$ cat src/rtl/pico_pkg.sv
// pico_pkg: shared types and widths for the configuration port serial paths
package pico_pkg;
  typedef enum logic {ADDR, DATA} poci_state_t;
  localparam int BYTE_W = 8;
  localparam int BIT_CNT_W = 3;
endpackage

$ cat src/rtl/piso_shift_register.sv
// piso_shift_register: parallel load, shift left, serial MSB out
module piso_shift_register #(
  parameter int W = 8
) (
  input  logic         clk,
  input  logic         rstn,
  input  logic         load,
  input  logic         shift,
  input  logic [W-1:0] din,
  output logic         dout
);
  logic [W-1:0] r_sr;
  always_ff @(posedge clk or negedge rstn)
    if (!rstn) r_sr <= '0;
    else if (load) r_sr <= din;
    else if (shift) r_sr <= {r_sr[W-2:0], 1'b0};
  assign dout = r_sr[W-1];
endmodule

$ cat src/rtl/poci_tx.sv
// poci_tx: decodes a read address from serial_in and streams auto-incrementing
// register bytes back on poci, MSB first
module poci_tx
  import pico_pkg::*;
#(
  parameter int DATA_W = BYTE_W
) (
  input  logic              sclk,
  input  logic              rstn,
  input  logic              serial_in,
  input  logic [DATA_W-1:0] rd_data,
  output logic [DATA_W-1:0] rd_addr,
  output logic              poci,
  output logic              poci_oe,
  output logic              byte_done
);
  poci_state_t          r_state, w_next;
  logic [BIT_CNT_W-1:0] r_bit_cnt;
  logic [DATA_W-2:0]    r_addr_sr;
  logic [DATA_W-1:0]    r_rd_addr;
  logic                 r_byte_done;
  logic                 w_last, w_load, w_shift, w_tx_msb;
  always_comb begin
    w_last  = r_bit_cnt == '1;
    w_next  = (r_state == ADDR && w_last) ? DATA : r_state;
    w_load  = r_state == DATA && r_bit_cnt == '0;
    w_shift = r_state == DATA && !w_load;
  end
  always_ff @(posedge sclk or negedge rstn)
    if (!rstn) begin
      r_state     <= ADDR;
      r_bit_cnt   <= '0;
      r_addr_sr   <= '0;
      r_rd_addr   <= '0;
      r_byte_done <= 1'b0;
    end else begin
      r_state     <= w_next;
      r_bit_cnt   <= r_bit_cnt + 1'b1;
      r_byte_done <= r_state == DATA && w_last;
      if (r_state == ADDR) r_addr_sr <= {r_addr_sr[DATA_W-3:0], serial_in};
      if (w_last) r_rd_addr <= (r_state == ADDR) ? {r_addr_sr, serial_in} : r_rd_addr + 1'b1;
    end
  // rd_data is captured once, at the end of bit 0; the MSB bypasses the register
  piso_shift_register #(.W(DATA_W)) u_tx_sr (
    .clk  (sclk),
    .rstn (rstn),
    .load (w_load),
    .shift(w_shift),
    .din  ({rd_data[DATA_W-2:0], 1'b0}),
    .dout (w_tx_msb)
  );
  assign rd_addr   = r_rd_addr;
  assign poci_oe   = r_state == DATA;
  assign poci      = poci_oe && (w_load ? rd_data[DATA_W-1] : w_tx_msb);
  assign byte_done = r_byte_done;
endmodule

$ cat config.mk
export PLATFORM = sky130hd
export DESIGN_NAME = poci_tx
export DESIGN_NICKNAME = d
export VERILOG_FILES = /design/src/rtl/pico_pkg.sv /design/src/rtl/piso_shift_register.sv /design/src/rtl/poci_tx.sv
export SDC_FILE = /design/constraint.sdc
export NUM_CORES = 1
export LEC_CHECK = 0
export ABC_AREA = 0
export BUFFER_PORTS_ARGS = -buffer_cell sky130_fd_sc_hd__buf_4
export CORE_ASPECT_RATIO = 0.6
export CORE_UTILIZATION = 40
export DETAILED_ROUTE_END_ITERATION = 8
export HOLD_SLACK_MARGIN = 0.03
export PLACE_DENSITY = 0.63
export SYNTH_ARGS = -nofsm -noshare
export SYNTH_HDL_FRONTEND = slang
export SYNTH_HIERARCHICAL = 1
export SYNTH_SLANG_ARGS = --single-unit
$ cat constraint.sdc
create_clock -name sclk -period 3.1 [get_ports sclk]
set_input_delay 0 -clock sclk [delete_from_list [all_inputs] [get_ports sclk]]
set_output_delay 0 -clock sclk [all_outputs]
set_load 0.005 [all_outputs]
# After elaboration in Yosys (flattened, before gate mapping)
# Cells that the tools add are included.
classes:
  reduce_logical: 8
  n_addsub: 2
  bitwise: 1
  muxes: 4
  eq_ne: 1
op_table:
  columns: ["operator", "count"]
  rows:
  - ["2-to-1 mux 8 bit", 3]
  - ["adder 8 x 1 -> 8 bit (second input constant)", 1]
  - ["logical AND 1 bit", 5]
  - ["adder 3 x 1 -> 3 bit (second input constant)", 1]
  - ["== test 3 bit (second input constant)", 1]
  - ["logical NOT 3 bit", 1]
  - ["nonzero test 2 bit", 1]
  - ["logical NOT 1 bit", 1]
  - ["2-to-1 mux 1 bit", 1]
  - ["NOT 1 bit", 1]
word_totals:
  input_bits: 11
  ff_bits: 28
  word_cells: 22

# Depth between registers and ports, before layout
depth:
  word_depth: 6
  ltp_mapped: 6

# Cells and area by module
# The synthesis kept the hierarchy.
by_module_without_submodules:
  columns: ["mod", "seq_area_each_um2", "instances", "area_each_um2", "cells_per_inst"]
  rows:
  - ["poci_tx", 500.5, 1, 944.7, 84]
  - ["piso_shift_register", 200.2, 1, 369.1, 34]

# Worst setup path before layout
# OpenSTA, ideal clock, no wires.
synth_timing:
  kind: "reg2reg"
  startpoint: "register r_bit_cnt[0]"
  endpoint: "register r_state, in the netlist poci_oe"
  setup_slack_ns: 1.748
  path_stages_with_launch: 6
  setup_time_ns: 0.124
  t_arrival_ns: 1.228
  synth_period_minus_slack_ns: 1.352
  path_buffers: 2
  cell_sequence: "dfrtp_1 ha_1 ha_1 buf_2 buf_2 or2_1"
synth_via:
  elab_chain_cells: 2
synth_rtl:
  columns: ["element", "line", "rtl"]
  rows:
  - ["start: declaration", "poci_tx.sv:18", "logic [BIT_CNT_W-1:0] r_bit_cnt;"]
  - ["start signal: assignment", "poci_tx.sv:38", "r_bit_cnt <= r_bit_cnt + 1'b1;"]
  - ["== test 3 bit", "poci_tx.sv:24", "w_last = r_bit_cnt == '1;"]
  - ["logical AND 1 bit", "poci_tx.sv:25", "w_next = (r_state == ADDR && w_last) ? DATA : r_state;"]
  - ["end signal: assignment", "poci_tx.sv:37", "r_state <= w_next;"]
  - ["end: declaration", "poci_tx.sv:17", "poci_state_t r_state, w_next;"]
# Every way passes these cells.
# A chain may end at the register's enable or synchronous reset.

# Worst setup path in the final report
layout_timing:
  startpoint: "register r_state, in the netlist poci_oe"
  endpoint: "output port poci"
layout_via:
  elab_chain_cells: 3
layout_rtl:
  columns: ["element", "line", "rtl"]
  rows:
  - ["logical AND 1 bit", "poci_tx.sv:26", "w_load = r_state == DATA && r_bit_cnt == '0;"]
  - ["via w_load", "poci_tx.sv:22", "logic w_last, w_load, w_shift, w_tx_msb;"]
  - ["2-to-1 mux 1 bit", "poci_tx.sv:54", "assign poci = poci_oe && (w_load ? rd_data[DATA_W-1] : w_tx_msb);"]
  - ["logical AND 1 bit", "poci_tx.sv:54", null]
  - ["end: declaration", "poci_tx.sv:13", "output logic poci,"]
# The timed path passes the listed nets, and every way through them passes these cells.

==> run_results.csv <==
group,metric,value,unit
run_status,status,"completed",
setup_path,worstReg2RegEnd,"u_tx_sr/r_sr[0]$_DFFE_PN0P_",
clock_tree,clkSinkCount,28,
route,drtAntennaViolNets,0,
grt,grt_antenna_before_repair,0,
placement,dp_hpwl,1727,microns
route,firstDrtPassIters,4,
final_layout,final_area,0.001648,sq mm
flow_run,cap_violations,0,
synth,yosys_warnings,6,
sta,setup_violations,0,
synth,synthCells,118,
placement,gp_congestion,0.7747,
final_layout,nNetsFinal,163,
final_layout,drive_above_1_share,20.41,%
setup_path,path_depth,3,
route,drtIter0Drc,35,
route,drc,0,
sta,rsz0062_at_grt,"no",
floorplanning,std_cell_rows,15,
clock_tree,cts-root-buf,"clkbuf_8",
placement,dp_slack,1.309,ns
grt,grt_max_degree,29,
setup_path,cp_cell_sequence,"and3_1 > a22o_1 > buf_4",
clock_tree,cts_buffer_depth,2,
setup_path,reg2reg_slack,1.29,ns
synth,synth_area_leaders,"dfrtp_1 53%, mux2i_1 9.1%, mux2_1 6.0%",
grt,gr-total-overflow,0,
floorplanning,start_util,43.75,%
setup_path,critical_path_class,"register to output port",
final_layout,num_antenna_cells,0,
final_layout,final_util,54.87,%
setup_path,crit_path_end_kind,"output port",
sta,hold_viol_final,0,
sta,finalSetupTns,0,ns
floorplanning,die_w,75.99,microns
setup_path,critPathLaunch,"poci_oe$_DFFE_PN0P_",
synth,ys_types,25,
sta,period_needed,2.042,ns
clock_tree,clk_pin_slew,0.10,ns
floorplanning,design.core.area,0.003003,sq mm
setup_path,path_max_fanout,22,
sta,worstMarginPinSlew,0.7349,ns
synth,syn_area_per_cell,11.13,sq um
final_layout,stdcell_count,189,
clock_tree,cts_max_level,1,
route,vias,946,
synth,synth_area_leader_cell,"dfrtp_1",
grt,grt_pass1_vias,855,
setup_path,cp_top_family,"flip-flops",
setup_path,cp_slowest_cell,"dfrtp_1",
clock_tree,cts_buffers,3,
clock_tree,cts_setup_buffers,0,
pwr,power_leakage,0.8059,nW
setup_path,start_kind,"register",
clock_tree,worstSkewPairLatency,0.28,ns
sta,maxSlewHeadroom,51.01,%
placement,placedCellCount,176,
setup_path,critPathBufInv,1,
pwr,power_density,454.6,mW/mm^2
pwr,power,0.7492,mW
synth,syn_area,0.001314,sq mm
final_layout,area_growth,25.43,%
route,viasPerCell,5.005,
pwr,ir_drop,0.2244,mV
clock_tree,cts_tree,"done",
synth,synth_seq_area_share,53.33,%
placement,placed_cell_area,0.001486,sq mm
placement,numPortBuffers,21,
setup_path,cp-endpoint,"poci",
floorplanning,pin_count,22,
sta,fmax,489.7,MHz
grt,track_usage,15.42,%
worst_hold_path,hp-class,"primary input to asynchronous set/reset pin",
synth,synth_top_area_share,53.33,%
sta,holdWs,0.1533,ns
floorplanning,die_h,46.39,microns
sta,clock_skew,0.01152,ns
synth,synthesis.nets,133,
sta,setup_ws,1.058,ns
setup_path,cp_data_arrival_time,2.04,ns
sta,slew_viol_final,0,
synth,ys_seq_elements,28,
sta,finalCritPeriodShare,65.87,%
setup_path,max_stage_delay,0.83,ns
grt,grt_pass1_wl,3988,microns
floorplanning,die_area,0.003525,sq mm
setup_path,r2r-start,"poci_oe$_DFFE_PN0P_",
setup_path,rr_worst_depth,3,
setup_path,critPathRequiredTime,3.10,ns
route,wire_per_inst,13.24,microns
route,drt_wl_total,2503,microns
==> sequential cells by signal, indices dropped and copies added (netlist names) <==
| name | flops |
|---|---|
| poci_oe | 1 |
| byte_done | 1 |
| rd_addr | 8 |
| r_bit_cnt | 3 |
| u_tx_sr/r_sr | 8 |
| r_addr_sr | 7 |
==> power by group <==
part / leakage (nW) / internal (mW) / switching (mW) / total, mW
clock: 0.0357 / 0.173 / 0.112 / 0.285
sequential: 0.342 / 0.381 / 0.0177 / 0.399
combinational: 0.428 / 0.0389 / 0.0267 / 0.0656
total: 0.806 / 0.593 / 0.156 / 0.749
==> cell type report <==
cell class                 instances  area (sq um)
sequential                        28         700.7
inverter                           4         15.01
tap                               42         52.55
clock inverter                     1         30.03
timing repair buffer              31         255.2
clock buffer                       3         41.29
multi-input combinational         80         553.0
fill                             281          1355
==> worst min-delay path by stage <==
stage	end	start	cells after the start	slack (ns)
after floorplan	byte_done$_DFF_PN0_	rstn	0	-0.30
after global placement	rd_addr[0]$_DFFE_PN0N_	rstn	1	-0.07
after CTS	rd_addr[0]$_DFFE_PN0N_	rstn	2	0.17
after global routing	rd_addr[3]$_DFFE_PN0N_	rstn	2	0.18
final	rd_addr[0]$_DFFE_PN0N_	rstn	2	0.15
after detailed placement	rd_addr[0]$_DFFE_PN0N_	rstn	1	-0.06
==> synth_stat cells <==
library cell  number
dfrtp_1           28
mux2i_1           12
nand2_1           10
a21oi_1            7
mux2_1             7
nand3_1            7
o21ai_1            7
o22ai_1            6
ha_1               4
inv_1              4
o21ai_0            4
buf_2              3
nor2_1             3
and3_1             2
and3_2             2
buf_6              2
nand2b_1           2
a21boi_1           1
a22o_1             1
and2_1             1
and3_4             1
buf_4              1
conb_1             1
nand2b_2           1
or2_1              1
==> layer usage <==
metal / vias up / GRT usage, % / routed length (microns)
met1: 458 / 20.57 / 1252
met3: 2 / 4.752 / 100
met2: 15 / 24.73 / 1127
met4: 0 / 4.615 / 23
li1: 471 / - / -
met5: - / 0 / 0
==> cells by family (layout without fill, tap and decap cells) <==
group	after synthesis	count (layout)	synth area share, %
muxes	19	19	15.14
AOI/OAI and AO/OA	26	26	10.95
buffers and inverters	10	39	4.571
DFF	28	28	53.33
and+or+nand+nor	30	30	11.90
other	1	1	0.2854
adders and majority gates	4	4	3.810
==> layout by cell type (no fill, tap or decap), types with 3 or more instances in the layout <==
cell,count
dfrtp_1,28
buf_4,22
mux2i_1,12
nand2_1,10
dlygate4sd3_1,9
mux2_1,7
nand3_1,7
a21oi_1,7
o21ai_1,7
o22ai_1,6
inv_1,4
o21ai_0,4
ha_1,4
nor2_1,3
clkbuf_8,3
==> what timing repair did <==
action                    CTS  global route
hold endpoints to repair   37             0
hold buffers                9             0
resized for setup           0             0
No activity file was read; power rests on OpenSTA's default activity.
